<file path="config.mk">
export PLATFORM = sky130hd
export DESIGN_NAME = pcie_bench_app
export DESIGN_NICKNAME = d
export VERILOG_FILES = /design/src/rtl/pcie_bench_app.sv
export SDC_FILE = /design/constraint.sdc
export NUM_CORES = 1
export LEC_CHECK = 0
export ABC_AREA = 1
export CAP_MARGIN = 20
export CORE_ASPECT_RATIO = 1.5
export CORE_MARGIN = 2
export CORE_UTILIZATION = 46
export CTS_CLUSTER_SIZE = 12
export DETAILED_ROUTE_END_ITERATION = 10
export PLACE_DENSITY = 0.9
export SLEW_MARGIN = 20
export SYNTH_ARGS = -nofsm -noshare
export SYNTH_HDL_FRONTEND = slang
export SYNTH_SLANG_ARGS = --single-unit
</file>
<file path="constraint.sdc">
create_clock -name clk_in -period 3.6 [get_ports clk_in]
set_clock_uncertainty 0.15 [all_clocks]
set_input_delay 0.54 -clock clk_in [delete_from_list [all_inputs] [get_ports clk_in]]
set_output_delay 0.54 -clock clk_in [all_outputs]
set_load 0.03 [all_outputs]
</file>
<file path="src/rtl/pcie_bench_app.sv">
// PCIe benchmark responder: streams a counting FPGA->CPU chunk, then times how long
// the host takes to answer via register writes or CPU->FPGA queue beats.
module pcie_bench_app #(
    parameter int F2C_QW      = 16,
    parameter int C2F_QW      = 16,
    parameter int TIMER_CHAN  = 0,
    parameter int SINGLE_CHAN = 1
) (
    input  logic        clk_in,
    input  logic        rstn,
    input  logic [6:0]  cpuChan_in,
    input  logic [31:0] cpuWrData_in,
    input  logic        cpuWrValid_in,
    input  logic        cpuRdValid_in,
    output logic [31:0] cpuRdData_out,
    output logic        cpuRdValid_out,
    output logic [63:0] f2cData_out,
    output logic        f2cValid_out,
    input  logic        f2cReady_in,
    input  logic [63:0] c2fData_in,
    input  logic        c2fValid_in,
    output logic        c2fReady_out,
    output logic [1:0]  state_dbg
);

    localparam int RESP_MAX_I = 2 * C2F_QW;
    localparam int RESP_W     = $clog2(RESP_MAX_I + 1);
    localparam int BEAT_W     = $clog2(C2F_QW + 1);

    localparam logic [RESP_W-1:0] RESP_MAX = RESP_W'(RESP_MAX_I);
    localparam logic [BEAT_W-1:0] BEAT_MAX = BEAT_W'(C2F_QW);
    localparam logic [31:0]       LAST_IDX = 32'(F2C_QW - 1);
    localparam logic [6:0]        TCH      = 7'(TIMER_CHAN);
    localparam logic [6:0]        SCH      = 7'(SINGLE_CHAN);

    typedef enum logic [1:0] {
        IDLE     = 2'd0,
        SEND     = 2'd1,
        WAIT_RSP = 2'd2,
        DONE     = 2'd3
    } state_t;

    state_t            state;
    state_t            state_next;
    logic [31:0]       timer;
    logic [31:0]       idx;
    logic [RESP_W-1:0] resp_cnt;
    logic [BEAT_W-1:0] beat_cnt;
    logic              flag;

    logic              active;
    logic              start;
    logic              resp_wr;
    logic              resp_inc;
    logic              beat_inc;
    logic              f2c_acc;
    logic              complete;
    logic [RESP_W-1:0] resp_next;
    logic [BEAT_W-1:0] beat_next;
    logic [31:0]       rd_mux;

    // Handshakes: a qword moves on f2c when f2cValid_out && f2cReady_in at a rising
    // edge; data and valid stay put while ready is low. The c2f side is always ready,
    // so every cycle with c2fValid_in high is one beat.
    assign c2fReady_out = 1'b1;
    assign f2cValid_out = (state == SEND);
    assign f2cData_out  = (state == SEND) ? {idx, ~idx} : 64'd0;
    assign state_dbg    = state;

    always_comb begin
        active    = (state == SEND) || (state == WAIT_RSP);
        start     = cpuWrValid_in && (cpuChan_in == TCH) && (cpuWrData_in == 32'd0);
        resp_wr   = cpuWrValid_in && (cpuChan_in == TCH) && (cpuWrData_in != 32'd0);
        resp_inc  = active && resp_wr && (resp_cnt != RESP_MAX);
        beat_inc  = active && c2fValid_in && (beat_cnt != BEAT_MAX);
        resp_next = resp_cnt + RESP_W'(resp_inc);
        beat_next = beat_cnt + BEAT_W'(beat_inc);
        // Completion includes the events arriving this cycle.
        complete  = flag ? (resp_next != '0)
                         : ((resp_next == RESP_MAX) || (beat_next == BEAT_MAX));
        f2c_acc   = (state == SEND) && f2cReady_in;

        state_next = state;
        if (start) begin
            state_next = SEND;
        end else begin
            case (state)
                SEND: begin
                    if (f2c_acc && (idx == LAST_IDX)) begin
                        state_next = complete ? DONE : WAIT_RSP;
                    end
                end
                WAIT_RSP: begin
                    if (complete) begin
                        state_next = DONE;
                    end
                end
                default: ;
            endcase
        end

        rd_mux = 32'd0;
        if (cpuChan_in == TCH) begin
            rd_mux = timer;
        end else if (cpuChan_in == SCH) begin
            rd_mux = {31'd0, flag};
        end
    end

    always_ff @(posedge clk_in) begin
        if (!rstn) begin
            state          <= IDLE;
            timer          <= 32'd0;
            idx            <= 32'd0;
            resp_cnt       <= '0;
            beat_cnt       <= '0;
            flag           <= 1'b0;
            cpuRdValid_out <= 1'b0;
            cpuRdData_out  <= 32'd0;
        end else begin
            state          <= state_next;
            cpuRdValid_out <= cpuRdValid_in;
            cpuRdData_out  <= cpuRdValid_in ? rd_mux : 32'd0;

            if (cpuWrValid_in && (cpuChan_in == SCH)) begin
                flag <= cpuWrData_in[0];
            end

            if (start) begin
                timer    <= 32'd0;
                idx      <= 32'd0;
                resp_cnt <= '0;
                beat_cnt <= '0;
            end else begin
                if (active && (timer != 32'hFFFF_FFFF)) begin
                    timer <= timer + 32'd1;
                end
                if (f2c_acc) begin
                    idx <= idx + 32'd1;
                end
                resp_cnt <= resp_next;
                beat_cnt <= beat_next;
            end
        end
    end

endmodule

</file>
# --- After elaboration in Yosys (flattened, before gate mapping) ---
# Cells that the tools add are included.
word_totals:
  ff_bits: 111
  inputBits: 109
  word_cells: 60
op_classes:
  addsub: 4
  n_eq_ne: 13
  n_mux: 9
  bitwise_logic: 2
  n_reduce_logical: 23
op_table:
  columns: ["operator", "count"]
  rows:
  - ["$add 32x1->32 const B", 2]
  - ["$mux 64", 1]
  - ["$eq 32x4->1 const B", 1]
  - ["$logic_not 32->1", 1]
  - ["$mux 32", 1]
  - ["$ne 32x32->1 const B", 1]
  - ["$not 32->32", 1]
  - ["$reduce_bool 32->1", 1]
  - ["$logic_and 1x1->1", 11]
  - ["$eq 7x1->1 const B", 1]
  - ["$logic_not 7->1", 1]
  - ["$add 6x1->6", 1]
  - ["$eq 6x6->1 const B", 1]
  - ["$ne 6x6->1 const B", 1]
  - ["$reduce_and 3->1", 2]
  - ["$reduce_bool 6->1", 1]
  - ["$add 5x1->5", 1]
  - ["$eq 5x5->1 const B", 1]
  - ["$ne 5x5->1 const B", 1]
  - ["$mux 1", 4]
  - ["$mux 2", 2]
  - ["$pmux 2 s2", 1]
  - ["$ne 3x1->1 const B", 1]
  - ["$ne 3x3->1 const B", 1]
  - ["10 further kinds", 11]

# --- Logic depth before layout (Yosys ltp) ---
# Gate-level depths: netlist (run 1).
depth:
  depth_word: 13
  mapped_depth: 20
  depth_no_buf: 20

# --- Worst setup path after synthesis (run 1) ---
# Ideal clock, no wire load.
synth_path:
  path_type: "input-to-reg"
  from: "input cpuChan_in[5]"
  to: "register state[0], in the netlist state_dbg[0]"
  setup_ps: 110
  t_arrival_ps: 2534
  t_required_ps: 3340
  slack_ps: 806
  cell_stages: 17
  path_cell_list: "nor3_1 -> nand2_1 -> nor2_1 -> inv_1 -> a2111oi_0 -> ha_1 -> ha_1 -> nor2_1 -> inv_1 -> nor2_1 -> nand3_1 -> nand2_1 -> nand3_1 -> nor2_1 -> nand4_1 -> inv_1 -> nor2_1"
synth_between:
  elab_chain_cells: 13
synth_lines:
  columns: ["item", "line_no", "rtl"]
  rows:
  - ["from (decl)", "11", "input logic [6:0] cpuChan_in,"]
  - ["$logic_not 7->1 *", "73", "resp_wr = cpuWrValid_in && (cpuChan_in == TCH) && (cpuWrData_in != 32'd0);"]
  - ["$logic_and 1x1->1 * (2 in series)", "73", null]
  - ["$logic_and 1x1->1 * (2 in series)", "74", "resp_inc = active && resp_wr && (resp_cnt != RESP_MAX);"]
  - ["$add 6x1->6 *", "76", "resp_next = resp_cnt + RESP_W'(resp_inc);"]
  - ["via resp_next[1]", "58", "logic [RESP_W-1:0] resp_next;"]
  - ["$eq 6x6->1", "80", ": ((resp_next == RESP_MAX) || (beat_next == BEAT_MAX));"]
  - ["$logic_or 1x1->1", "80", null]
  - ["$mux 1 *", "79", "complete = flag ? (resp_next != '0)"]
  - ["$mux 1", "90", "state_next = complete ? DONE : WAIT_RSP;"]
  - ["$mux 2", "89", "if (f2c_acc && (idx == LAST_IDX)) begin"]
  - ["$pmux 2 s2", "87", "case (state)"]
  - ["$mux 1", "84", "if (start) begin"]
  - ["to (signal assigned)", "121", "state <= state_next;"]
  - ["to (decl)", "43", "state_t state;"]
# Mark *: on every way through the listed nets, which the timed path passes. The rest lies on a longest branch. The select of a mux whose other input is x is not followed.
# A chain may end at the register's enable or synchronous reset.

# --- Final worst setup path (run 1) ---
layout_path:
  from: "input cpuChan_in[1]"
  to: "register state[0], in the netlist state_dbg[0]"
# The elaborated chain is that of the path after synthesis.

==> results of run 1 <==
-- cells in the mapped netlist, drive strengths merged --
master / n / area, µm²
nand2: 219 / 837
a21oi: 44 / 224
xor2: 34 / 298
xnor2: 6 / 52.6
a31oi: 1 / 6.26
buf: 22 / 148
conb: 1 / 3.75
dfxtp: 111 / 2220
nor2: 192 / 753
nand3: 34 / 183
nand4: 21 / 131
ha: 8 / 100
nor4: 2 / 12.5
clkbuf: 13 / 48.8
nand2b: 1 / 6.26
clkinv: 1 / 3.75
nor3b: 1 / 7.51
nor3: 42 / 252
nand3b: 1 / 7.51
a21boi: 1 / 7.51
o21ai: 18 / 90.1
and3: 3 / 20.0
inv: 124 / 465
and2: 1 / 7.51
a2111oi: 1 / 8.76
-- layer usage --
| metal | part of all wire [%] | up-vias |
|---|---|---|
| li1 | - | 3029 |
| met1 | 38 | 2690 |
| met2 | 52 | 241 |
| met3 | 5.8 | 44 |
| met4 | 3.4 | 0 |
| met5 | 0 | - |
-- final cells by class --
class / count / area (µm²) / area share, %
clock inverters: 7 / 100 / 1.31
well taps: 156 / 195 / 2.56
inverters: 125 / 469 / 6.15
clock buffers: 9 / 225 / 2.95
flip-flops and latches: 111 / 2220 / 29.1
multi-input cells: 631 / 3010 / 39.5
repair buffers: 150 / 1410 / 18.4
-- registers in the layout, indices dropped and copies added (netlist names) --
signal / flops
cpuRdData_out: 32
beat_cnt: 5
idx: 32
timer: 32
cpuRdValid_out: 1
flag: 1
state_dbg: 2
resp_cnt: 6
-- critical path, stage by stage --
cell	delay (ns)
clkdlybuf4s50_1	0.39
nor2_1	0.11
nand2_1	0.07
nor2_1	0.12
nand2_1	0.08
nor2_1	0.12
inv_1	0.05
a2111oi_0	0.36
ha_1	0.27
ha_1	0.25
nor2_1	0.14
inv_1	0.05
nor2_1	0.10
nand3_1	0.08
nand2_1	0.08
nand3_1	0.07
nor2_1	0.09
nand4_1	0.08
inv_1	0.06
nor2_1	0.04
-- final timing paths --
kind | startpoint | cells after the start | to | slack (ns)
max reg2reg | state_dbg[0] | 15 | state_dbg[0] | 0.77
min | timer[27] | 2 | timer[27] | 0.33
max | cpuChan_in[1] | 20 | state_dbg[0] | 0.53
min reg2reg | timer[27] | 2 | timer[27] | 0.33
-- report_power, final --
| part | total [mW] | internal (mW) | leakage [nW] | switching, mW |
|---|---|---|---|---|
| Combinational | 0.895 | 0.281 | 2.03 | 0.613 |
| Clock | 1.09 | 0.619 | 0.161 | 0.474 |
| Sequential | 1.28 | 1.26 | 0.895 | 0.0271 |
| Total | 3.27 | 2.16 | 3.08 | 1.11 |
-- layout by cell type (no fill, tap or decap), types with 3 or more instances in the layout --
cell type and instances:
inv_2 6, nor2_2 4, nor3_1 35, nand2_1 214
o21ai_0 18, nor3_2 6, nor2_1 185, nand2_2 4
ha_1 8, xnor2_1 6, buf_4 38, clkbuf_16 9
nand3_1 33, inv_6 4, a21oi_1 43, nand4_1 21
nor2_4 3, xor2_1 34, inv_1 118, dfxtp_1 111
clkdlybuf4s50_1 112
-- cell families (layout without fill, tap and decap cells) --
kind of cell	after synthesis	count (layout)	share of synthesized area, %
buffers and inverters	160	291	11.3
other	1	1	0.0636
AO/OA/AOI/OAI	65	65	5.71
adder cells (fa/ha/maj)	8	8	1.70
AND/OR/NAND/NOR	517	517	37.6
XOR/XNOR	40	40	5.94
flip-flops	111	111	37.7
==> results.tsv, run 1 <==
metric	value	unit
Clock Tree Root	clkbuf_16	
Hold Path Class	reg -> reg	
vias per std cell	5.05	
total CTS buffers	9	
count of final setup violators	0	
first-pass GRT wire length	25.3	mm
crit path DAT	3.18	ns
dpl cells	1173	
post-synthesis sequential area ratio	37.7	%
outcome	complete, no violations	
syn avg cell area	6.54	µm²
Die X	96.4	µm
Final Non-Filler Cells	1189	
actual slew at the worst max-slew pin	0.649	ns
min Tclk post-route	3.07	ns
max frequency	325	MHz
# H-tree levels	3	
Placement Rows	50	
Util after Layout	61.0	%
total power	3.27	mW
core footprint	12500	µm²
critical-path maximum fanout	3	
Mapped Nets	1019	
maximum vdd drop	0.404	mV
grt ovf	0	
library cells used by synthesis	38	
wire per inst	13.1	µm
Die ar.	13800	µm²
Syn. warnings	0	
Post-DP HPWL	11.4	mm
drt first pass iters	5	
Fin Hold WS	0.329	ns
largest net degree at the start of global routing	61	
placed cell areas	7300	µm²
GR Util met1	26.0	%
clock insertion delay at the later pin of the skew report	0.35	ns
GRT Overall Usage	23.3	%
DRC viols	0	
max-capacitance violation count	0	
initial core utilization	47.1	%
via count	6004	
CTS resizes	0	
routability congestion estimate	0.985	
DR iter-0 viols	277	
Final period util	85.4	%
required time of the critical path	3.70	ns
hold buffers post-CTS	0	
CTS tree	built	
Max-slew headroom	56.7	%
initial antenna violation count	0	
die height	143	µm
layout cell share with drive strength beyond 1	8.03	%
area grow syn2layout	29.4	%
met2 Use GR	42.1	%
max-slew violations	0	
Power Density	429	nW/µm²
Clock transition at path regs	0.07	ns
Clock Sinks	111	
Design Area, Final	7630	µm²
total I/O pin count	210	
leakage	3.08	nW
fillers	1128	
I/O Buffers	144	
Routed WL	15.6	mm
Clock Path Buffers	2	
RSZ-0062 raised after global routing	false	
M3 GR Usage	3.69	%
crit path kind	in -> reg	
final setup margin	0.527	ns
final hold viol count	0	
post-place setup slack	0.164	ns
nets	1145	
busiest metal layer after global routing	met2	
setup TNS	0	ns
CP Capture Type	flop	
diodes inserted	0	
synthesized flop and latch total	111	
vias in the first global route	5623	
Post-DRT Antenna Nets	0	
postcts setup bufs	0	
CP startpoint kind	input pin	
cell count after synthesis	902	
Mapped Area	5900	µm²
Power figures use the tool's default switching activity.
==> inputs of run 2 (changes only) <==
Settings changed: RECOVER_POWER set to 25, REMOVE_ABC_BUFFERS set to 1.
==> run 2 against run 1 <==
  * Critical path depth is 2 lower
  * Sequential share of layout area hardly changed
  * Cell count hardly changed
  * Maximum frequency is 2.1% lower
  * Via count is 1.2% lower
  * Worst hold slack worse by 0.0049 ns
  * Register-to-register slack better by 0.02 ns
  * Combinational power is 0.6% lower
  * Clock-buffer cell count is 1 higher
  * Clock power hardly changed
  * Sequential power hardly changed
  * Critical path type unchanged
  * Critical endpoint unchanged
==> results.tsv, run 2 (same netlist as run 1, synthesis figures left out) <==
metric	value	unit	change
max-slew violations	0		unchanged
slowest stage cell, crit path	clkdlybuf4s50_1		
grt ovf	0		unchanged
switching power total	1.09	mW	-2.0%
fillers	1124		-0.35%
required time of the critical path	3.70	ns	about the same
GR Util met1	24.4	%	-1.6 points
vias in the first global route	5550		-1.3%
area grow syn2layout	29.4	%	about the same
Die X	96.4	µm	unchanged
Clock Path Buffers	2		unchanged
largest net degree at the start of global routing	38		-38%
Post-DRT Antenna Nets	0		unchanged
outcome	complete, no violations		
Clock transition at path regs	0.07	ns	about the same
Final period util	87.2	%	+1.8 points
Top cell by count, worst path	nor2_1		
Power Density	425	nW/µm²	-0.82%
initial core utilization	47.1	%	unchanged
initial antenna violation count	0		unchanged
min Tclk post-route	3.14	ns	+0.0653 ns
postcts setup bufs	0		unchanged
Clock Tree Root	clkbuf_16		
Hold Path Class	reg -> reg		
wire per inst	12.9	µm	-1.6%
total I/O pin count	210		unchanged
vias per std cell	4.98		-1.3%
busiest metal layer after global routing	met2		
Net Sw Frac	33.6	%	-0.42 points
Worst path top cell family by delay	simple AND/OR/NAND/NOR gates		
die height	143	µm	unchanged
I/O Buffers	144		unchanged
Final Non-Filler Cells	1190		+0.084%
met2 Use GR	41.4	%	-0.73 points
CTS resizes	0		unchanged
setup TNS	0	ns	unchanged
largest registers	cpuRdData_out x32, idx x32, timer x32		
count of final setup violators	0		unchanged
total CTS buffers	9		unchanged
total power	3.25	mW	-0.79%
post-place setup slack	0.121	ns	-0.0427 ns
max frequency	319	MHz	-2.1%
Post-DP HPWL	11.6	mm	+1.8%
Bufs and invs on worst path	4		unchanged
RSZ-0062 raised after global routing	false		
crit path kind	in -> reg		
nets	1146		+0.087%
maximum vdd drop	0.291	mV	-28%
critical-path maximum fanout	3		unchanged
CP Capture Type	flop		
clock insertion delay at the later pin of the skew report	0.35	ns	about the same
Max-slew headroom	4.19	%	-53 points
most frequent cells in the layout	nand2_1 (214), nor2_1 (185), inv_1 (118)		
actual slew at the worst max-slew pin	1.44	ns	+0.788 ns
commonest non-fill, non-tap cell in the layout	nand2_1		
M3 GR Usage	3.11	%	-0.58 points
part of the power in registers	39.6	%	+0.4 points
Pint	2.15	mW	-0.15%
leakage	3.14	nW	+2.0%
first-pass GRT wire length	24.7	mm	-2.7%
Die ar.	13800	µm²	unchanged
Clock power frac	33.0	%	-0.4 points
routability congestion estimate	0.949		-3.6%
Comb pwr share	27.4	%	about the same
crit path DAT	3.24	ns	+0.06 ns
slowest stage delay, CP	0.42	ns	+0.03 ns
final hold viol count	0		unchanged
final setup margin	0.462	ns	-0.0653 ns
# H-tree levels	3		unchanged
diodes inserted	0		unchanged
GRT Overall Usage	22.5	%	-0.76 points
Clock Sinks	111		unchanged
CTS tree	built		
dpl cells	1174		+0.085%
drt first pass iters	5		unchanged
Routed WL	15.3	mm	-1.5%
CP startpoint kind	input pin		
Placement Rows	50		unchanged
DRC viols	0		unchanged
cell chain of the critical path	clkdlybuf4s50_1, nor3_1, nand2_1, nor2_1, inv_1, a2111oi_0, ha_1, ha_1, nor2_1, inv_1, nor2_1, nand3_1, nand2_1, nand3_1, nor2_1, nand4_1, inv_1, nor2_1		
via count	5932		-1.2%
core footprint	12500	µm²	unchanged
layout cell share with drive strength beyond 1	7.93	%	-0.10 points
max-capacitance violation count	0		unchanged
hold buffers post-CTS	0		unchanged
DR iter-0 viols	226		-18%
[run 2: changes by cell type in the layout (fill, tap and decap cells not counted), sizes merged]
cell           change
clkdlybuf4s50     -19
buf                -1
dlygate4sd3       +19
clkbuf             +3
clkinv             +3
inv                -4
[run 2: worst register-to-register path, stage by stage, from the launching register on]
cell and delay [ns]:
dfxtp_1 0.38, inv_1 0.06, ha_1 0.36, a2111oi_0 0.40
ha_1 0.28, ha_1 0.26, nor2_1 0.13, inv_1 0.05
nor2_1 0.10, nand3_1 0.08, nand2_1 0.08, nand3_1 0.09
nor2_1 0.09, nand4_1 0.09, inv_1 0.07, nor2_1 0.04
[run 2: metal layers]
layer	part of all wire, %	vias up
met5	0	-
met4	3.5	0
met3	5.4	40
met2	53	178
met1	38	2686
li1	-	3028
[run 2: power groups by stage]
stage / registers [mW] / logic [mW] / clock network (mW)
after CTS: 1.28 / 0.892 / 1.09
after floorplan: 1.32 / 0.519 / 0
final: 1.28 / 0.890 / 1.07
after global routing: 1.29 / 0.971 / 1.15
after detailed placement: 1.31 / 0.892 / 0
after global placement: 1.31 / 0.876 / 0
[run 2: final timing paths]
path                                      to          start  cells past startpoint  slack [ns]
worst max-delay path            state_dbg[0]  cpuChan_in[5]                     18        0.46
worst min-delay path               timer[31]      timer[31]                      2        0.32
worst max register to register  state_dbg[0]   state_dbg[0]                     15        0.79
worst min register to register     timer[31]      timer[31]                      2        0.32
[run 2: cell type report]
type,instances,area (µm²),share of cell area (%)
clock buffers,10,229,3.00
clock inverters,6,95.1,1.25
inverters,125,469,6.15
multi-input cells,631,3010,39.4
flip-flops and latches,111,2220,29.1
well taps,156,195,2.56
repair buffers,151,1410,18.5
[run 2: through the flow]
stage	hold WS (ns)	area (µm²)	util [%]
finish	0.324	7630	61.0
global route	0.365	7630	61.0
CTS	0.321	7630	61.0
detailed placement	0.311	7310	58.4
global placement	0.303	7310	58.4
floorplan	0.295	5700	-
==> inputs of run 3 (changes only) <==
--- a/config.mk
+++ b/config.mk
@@ -11,4 +11,5 @@
 export CORE_MARGIN = 2
 export CORE_UTILIZATION = 46
+export CTS_CLUSTER_DIAMETER = 50
 export CTS_CLUSTER_SIZE = 12
 export DETAILED_ROUTE_END_ITERATION = 10
==> constraint.sdc (replaced) <==
create_clock -name clk_in -period 3.04 [get_ports clk_in]
set_clock_uncertainty 0.15 [all_clocks]
set_input_delay 0.912 -clock clk_in [delete_from_list [all_inputs] [get_ports clk_in]]
set_output_delay 0.912 -clock clk_in [all_outputs]
set_load 0.03 [all_outputs]
==> run 3 against run 2 <==
  * First-iteration DRC count rose by 25%
  * Worst setup slack worse by 0.39 ns
  * Sequential share of layout area decreased by 0.39 points
  * Worst hold slack got worse by 0.0026 ns
  * Combinational power rose by 19%
  * Clock-buffer cell count grew 1
  * Non-clock buffer count grew 25
  * Core utilization grew 0.83 points
  * Design area up 1.4%
  * Critical endpoint is now flag
  * Largest power group unchanged
==> results.tsv, run 3 (same netlist as run 1, synthesis figures left out) <==
metric	value	unit	change
Fin Hold WS	0.322	ns	-0.00260 ns
slowest stage cell, crit path	buf_4		
vias in the first global route	5724		+3.1%
wire per inst	13.3	µm	+2.9%
I/O Buffers	144		unchanged
area grow syn2layout	31.2	%	
max frequency	337	MHz	
fillers	1127		+0.27%
core footprint	12500	µm²	unchanged
Clock Path Buffers	2		unchanged
critical-path maximum fanout	2		-1
required time of the critical path	3.14	ns	-0.56 ns
Max-slew headroom	61.0	%	+57 points
slowest stage delay, CP	0.14	ns	-0.28 ns
Top cell by count, worst path	buf_4		
DRC viols	0		unchanged
Clock transition at path regs	0.07	ns	about the same
most frequent cells in the layout	nand2_1 (212), nor2_1 (177), inv_1 (117)		
via count	6125		+3.3%
routability congestion estimate	0.911		-4.0%
outcome	complete, no violations		
CP startpoint kind	input pin		
final hold viol count	0		unchanged
commonest non-fill, non-tap cell in the layout	nand2_1		
grt ovf	0		unchanged
first-pass GRT wire length	25.7	mm	+4.1%
Final period util	97.7	%	
Util after Layout	61.8	%	+0.83 points
Design Area, Final	7730	µm²	+1.4%
Power Density	474	nW/µm²	+11%
drt first pass iters	5		unchanged
total CTS buffers	9		unchanged
initial core utilization	47.1	%	unchanged
Post-DRT Antenna Nets	0		unchanged
CTS tree	built		
count of final setup violators	0		unchanged
area of the multi-input gates	3110	µm²	+3.2%
Clock Sinks	111		unchanged
crit path kind	in -> reg		
actual slew at the worst max-slew pin	0.584	ns	-0.853 ns
hold buffers post-CTS	0		unchanged
initial antenna violation count	0		unchanged
die height	143	µm	unchanged
setup TNS	0	ns	unchanged
DR iter-0 viols	282		+25%
max-slew violations	0		unchanged
CP Capture Type	flop		
vias per std cell	5.05		+1.2%
min Tclk post-route	2.97	ns	
sequential cell area	2220	µm²	unchanged
nets	1171		+2.2%
cell chain of the critical path	buf_8, nor2_4, nand2_2, buf_4, buf_4, buf_4, buf_4, buf_4, buf_4, buf_4, buf_4, buf_4, buf_4, buf_4, buf_4, nor2_2, nand2_1, o21ai_1, a21oi_1		
Placement Rows	50		unchanged
placed cell areas	7300	µm²	-0.10%
GRT Overall Usage	23.4	%	+0.83 points
crit path DAT	3.07	ns	-0.17 ns
largest registers	cpuRdData_out x32, idx x32, timer x32		
# H-tree levels	3		unchanged
Die ar.	13800	µm²	unchanged
total I/O pin count	210		unchanged
clock insertion delay at the later pin of the skew report	0.35	ns	about the same
Hold Path Class	reg -> reg		
hold depth	2		unchanged
Die X	96.4	µm	unchanged
largest net degree at the start of global routing	33		-13%
depth of the most critical reg-to-reg path	15		unchanged
diodes inserted	0		unchanged
leakage	3.32	nW	+5.6%
RSZ-0062 raised after global routing	true		
Clock Tree Root	clkbuf_16		
Post-DP HPWL	11.7	mm	+0.91%
maximum vdd drop	0.299	mV	+2.6%
layout cell share with drive strength beyond 1	15.4	%	+7.5 points
max-capacitance violation count	0		unchanged
Routed WL	16.1	mm	+5.0%
==> run 3: cell count changes in the layout (fill, tap and decap cells not counted), moves of 4 or more <==
cell             previous run  this run
buf_4                      37        97
dlygate4sd3_1              19         0
dlymetal6s2s_1              0         4
clkdlybuf4s50_1            93        39
nor2_2                      4         9
dlygate4sd2_1               0        29
nor2_1                    185       177
clkbuf_2                    0         4
==> run 3: where the power goes <==
part | internal [mW] | switching (mW)
clock | 0.557 | 0.528
sequential | 1.49 | 0.0321
combinational | 0.332 | 0.728
==> run 3: final timing paths <==
path	end	start	slack (ns)
max	flag	cpuChan_in[1]	0.07
min	timer[31]	timer[31]	0.32
max reg2reg	state_dbg[0]	state_dbg[0]	0.35
min reg2reg	timer[31]	timer[31]	0.32
==> run 3: timing repair <==
item	CTS	global route
setup buffers	14	1
setup endpoints to repair	4	5
pin swaps	39	20
gates resized for setup	57	24
==> run 3: routing by layer <==
layer | track usage, % | share of wire [%] | vias to the layer above
met4 | 9.56 | 3.0 | 0
li1 | - | - | 3075
met5 | 0 | 0 | -
met2 | 44.0 | 54 | 193
met3 | 4.22 | 5.6 | 37
met1 | 24.9 | 37 | 2820
==> run 3: cell type report <==
cell class              count  area share (%)
well taps                 156            2.52
clock buffers              11            3.01
inverters                 125            6.07
repair buffers            176            19.1
flip-flops and latches    111            28.7
multi-input cells         631            40.1
clock inverters             4           0.421
==> run 3: through the flow <==
step	std cells	total power, mW	setup slack (ns)
2_1_floorplan	867	2.18	-1.13
3_5_place_dp	1184	2.60	-0.791
3_3_place_gp	1184	2.59	-0.678
4_1_cts	1213	3.69	0.00118
6_report	1214	3.67	0.0703
5_1_grt	1214	3.85	-0.0462
==> run 3: worst max-delay path: cells and delay by family <==
family | cells | cell delay [ns]
buffers and inverters | 13 | 1.58
AOI/OAI and AO/OA | 2 | 0.18
and+or+nand+nor | 4 | 0.38
==> RTL edit (config.mk and constraints of run 1) <==
`cpuRdData_out` no longer has a reset.
--- a/src/rtl/pcie_bench_app.sv
+++ b/src/rtl/pcie_bench_app.sv
@@ -116,11 +116,9 @@
             beat_cnt       <= '0;
             flag           <= 1'b0;
             cpuRdValid_out <= 1'b0;
-            cpuRdData_out  <= 32'd0;
         end else begin
             state          <= state_next;
             cpuRdValid_out <= cpuRdValid_in;
-            cpuRdData_out  <= cpuRdValid_in ? rd_mux : 32'd0;
 
             if (cpuWrValid_in && (cpuChan_in == SCH)) begin
                 flag <= cpuWrData_in[0];
@@ -144,5 +142,9 @@
         end
     end
 
+    always_ff @(posedge clk_in) begin
+        cpuRdData_out <= cpuRdValid_in ? rd_mux : 32'd0;
+    end
+
 endmodule
 
Function: differs if rstn is asserted again (counterexample within 4 cycles, from zero or initial values and one cycle with rstn low); with rstn held inactive, the same outputs for 10 cycles.
==> RTL edit against run 1 <==
  * Design area increased by 2.1%
  * Synthesized area rose by 2.7%
  * Sequential cell count did not move
  * Largest cell class unchanged
  * Highest routed layer unchanged
  * Register-to-register slack worse by 0.03 ns
  * Final cell count rose by 1.5%
  * Synthesized cell count grew 2.0%
  * Routed wire length increased by 2.7%
  * Worst setup slack barely moved
  * Die area is 2.6% higher
Power is not compared: it rests on default switching activity, and its combinational part moved more than twofold at a synthesized area within 25%.
==> RTL edit: results (changes against run 1) <==
Yosys
  – Seq/Total Area, Yosys: 0.367 (-0.00974)
  – Post-synthesis adder-cell area fraction: 0.0165 (-0.000439)
  – Post-synth net total: 1037 (+1.8%)
  – Library cells used by synthesis: 35 (-7.9%)
  – Most frequent cells after synthesis: nand2_1, nor2_1, inv_1
  – Compound-Gate Fraction of Synth Area: 0.0628 (+0.00576)
  – Top post-synthesis cells by area: dfxtp_1, nand2_1, nor2_1
  – FFs w/ async S/R, synth: 0 (unchanged)
  – Xor/xnor share of the synthesized area: 0.0579 (-0.00154)
  – Syn Inst Count: 920 (+2.0%)

Critical path
  – Largest stage delay, worst path: 0.41 ns (+0.02 ns)
  – Flop2flop setup slack: 0.74 ns (-0.03 ns)
  – CP Max Fanout: 4 (+1)
  – Worst EP arrival: 3.21 ns (+0.03 ns)
  – Critical path's slowest cell: clkdlybuf4s50_1

Finish
  – Synthesis-to-finish area growth: 28.8%
  – Share of layout cells above drive strength 1: 0.0964 (+0.0160)
  – Comb_multi_in: 644 (+2.1%)
  – Clk tree area frac: 0.0387 (-0.00395)
  – Area of the multi-input gates: 3140 um2 (+4.3%)
  – Fill cell total of the finished layout: 1164 (+3.2%)
  – NumNets Final: 1161 (+1.4%)
  – Buffers, non-clock: 150 (unchanged)
  – Seq/total area: 0.285 (-0.00613)
  – Data buffer area share: 0.186 (+0.00126)
  – Invs w/o clock: 128 (+2.4%)

Run status
  – Status: finished, final reports clean

Min path
  – Hold EP: timer[31]
  – Hold Path Origin: timer[31]

Timing
  – Fmax: 0.325 GHz (about the same)
  – Hold_ws: 0.323 ns (-0.00664 ns)
  – Worst Tran Pin Value: 0.582 ns (-0.0667 ns)

Place
  – Area after DPL: 7480 um2 (+2.4%)
  – Place WS: 0.128 ns (-0.0355 ns)
  – Post-DP HPWL: 12200 um (+6.3%)

Job
  – Max Cap Viol: 0 (unchanged)

Power
  – Power density cells: 310 nW/um2
  – Sw frac: 0.235

Global route
  – First-pass GRT wire length: 26800 um (+5.6%)
  – Overall routing resource usage: 0.231 (-0.00180)
  – Number of global-route vias before repair: 5946 (+5.7%)
  – Largest net degree at the start of global routing: 36 (-41%)

Clock tree
  – # resized after CTS: 0 (unchanged)

Detailed routing
  – Initial detailed-routing violation count: 264 (-4.7%)
  – DR pass1 iterations: 5 (unchanged)
  – Vias: 6168 (+2.7%)
  – WL per Instance: 13.2 um (+1.2%)
  – Via-to-Cell Ratio: 5.11 (+1.2%)
## RTL edit: cell count changes after synthesis, sizes merged, moves of 2 or more
cell	run 1	this run
and3	3	0
nand4	21	23
nor3	42	46
nor3b	1	3
nor2	192	187
inv	124	128
o21ai	18	15
a21oi	44	48
nand3	34	32
nor4	2	5
nand2	219	232
## RTL edit: how the worst max path moves through the flow
stage,cells after the start,endpoint,start
finish,18,state_dbg[0],cpuChan_in[1]
global route,18,state_dbg[0],cpuChan_in[1]
CTS,17,state_dbg[0],cpuChan_in[1]
detailed placement,17,state_dbg[0],cpuChan_in[1]
global placement,17,state_dbg[0],cpuChan_in[1]
floorplan,14,state_dbg[0],state_dbg[0]
## RTL edit: per-layer routing
| layer | vias up | part of all wire | GRT usage |
|---|---|---|---|
| met1 | 2740 | 0.37 | 0.238 |
| li1 | 3093 | - | - |
| met2 | 269 | 0.51 | 0.430 |
| met3 | 66 | 0.063 | 0.0430 |
| met5 | - | 0 | 0 |
| met4 | 0 | 0.054 | 0.146 |
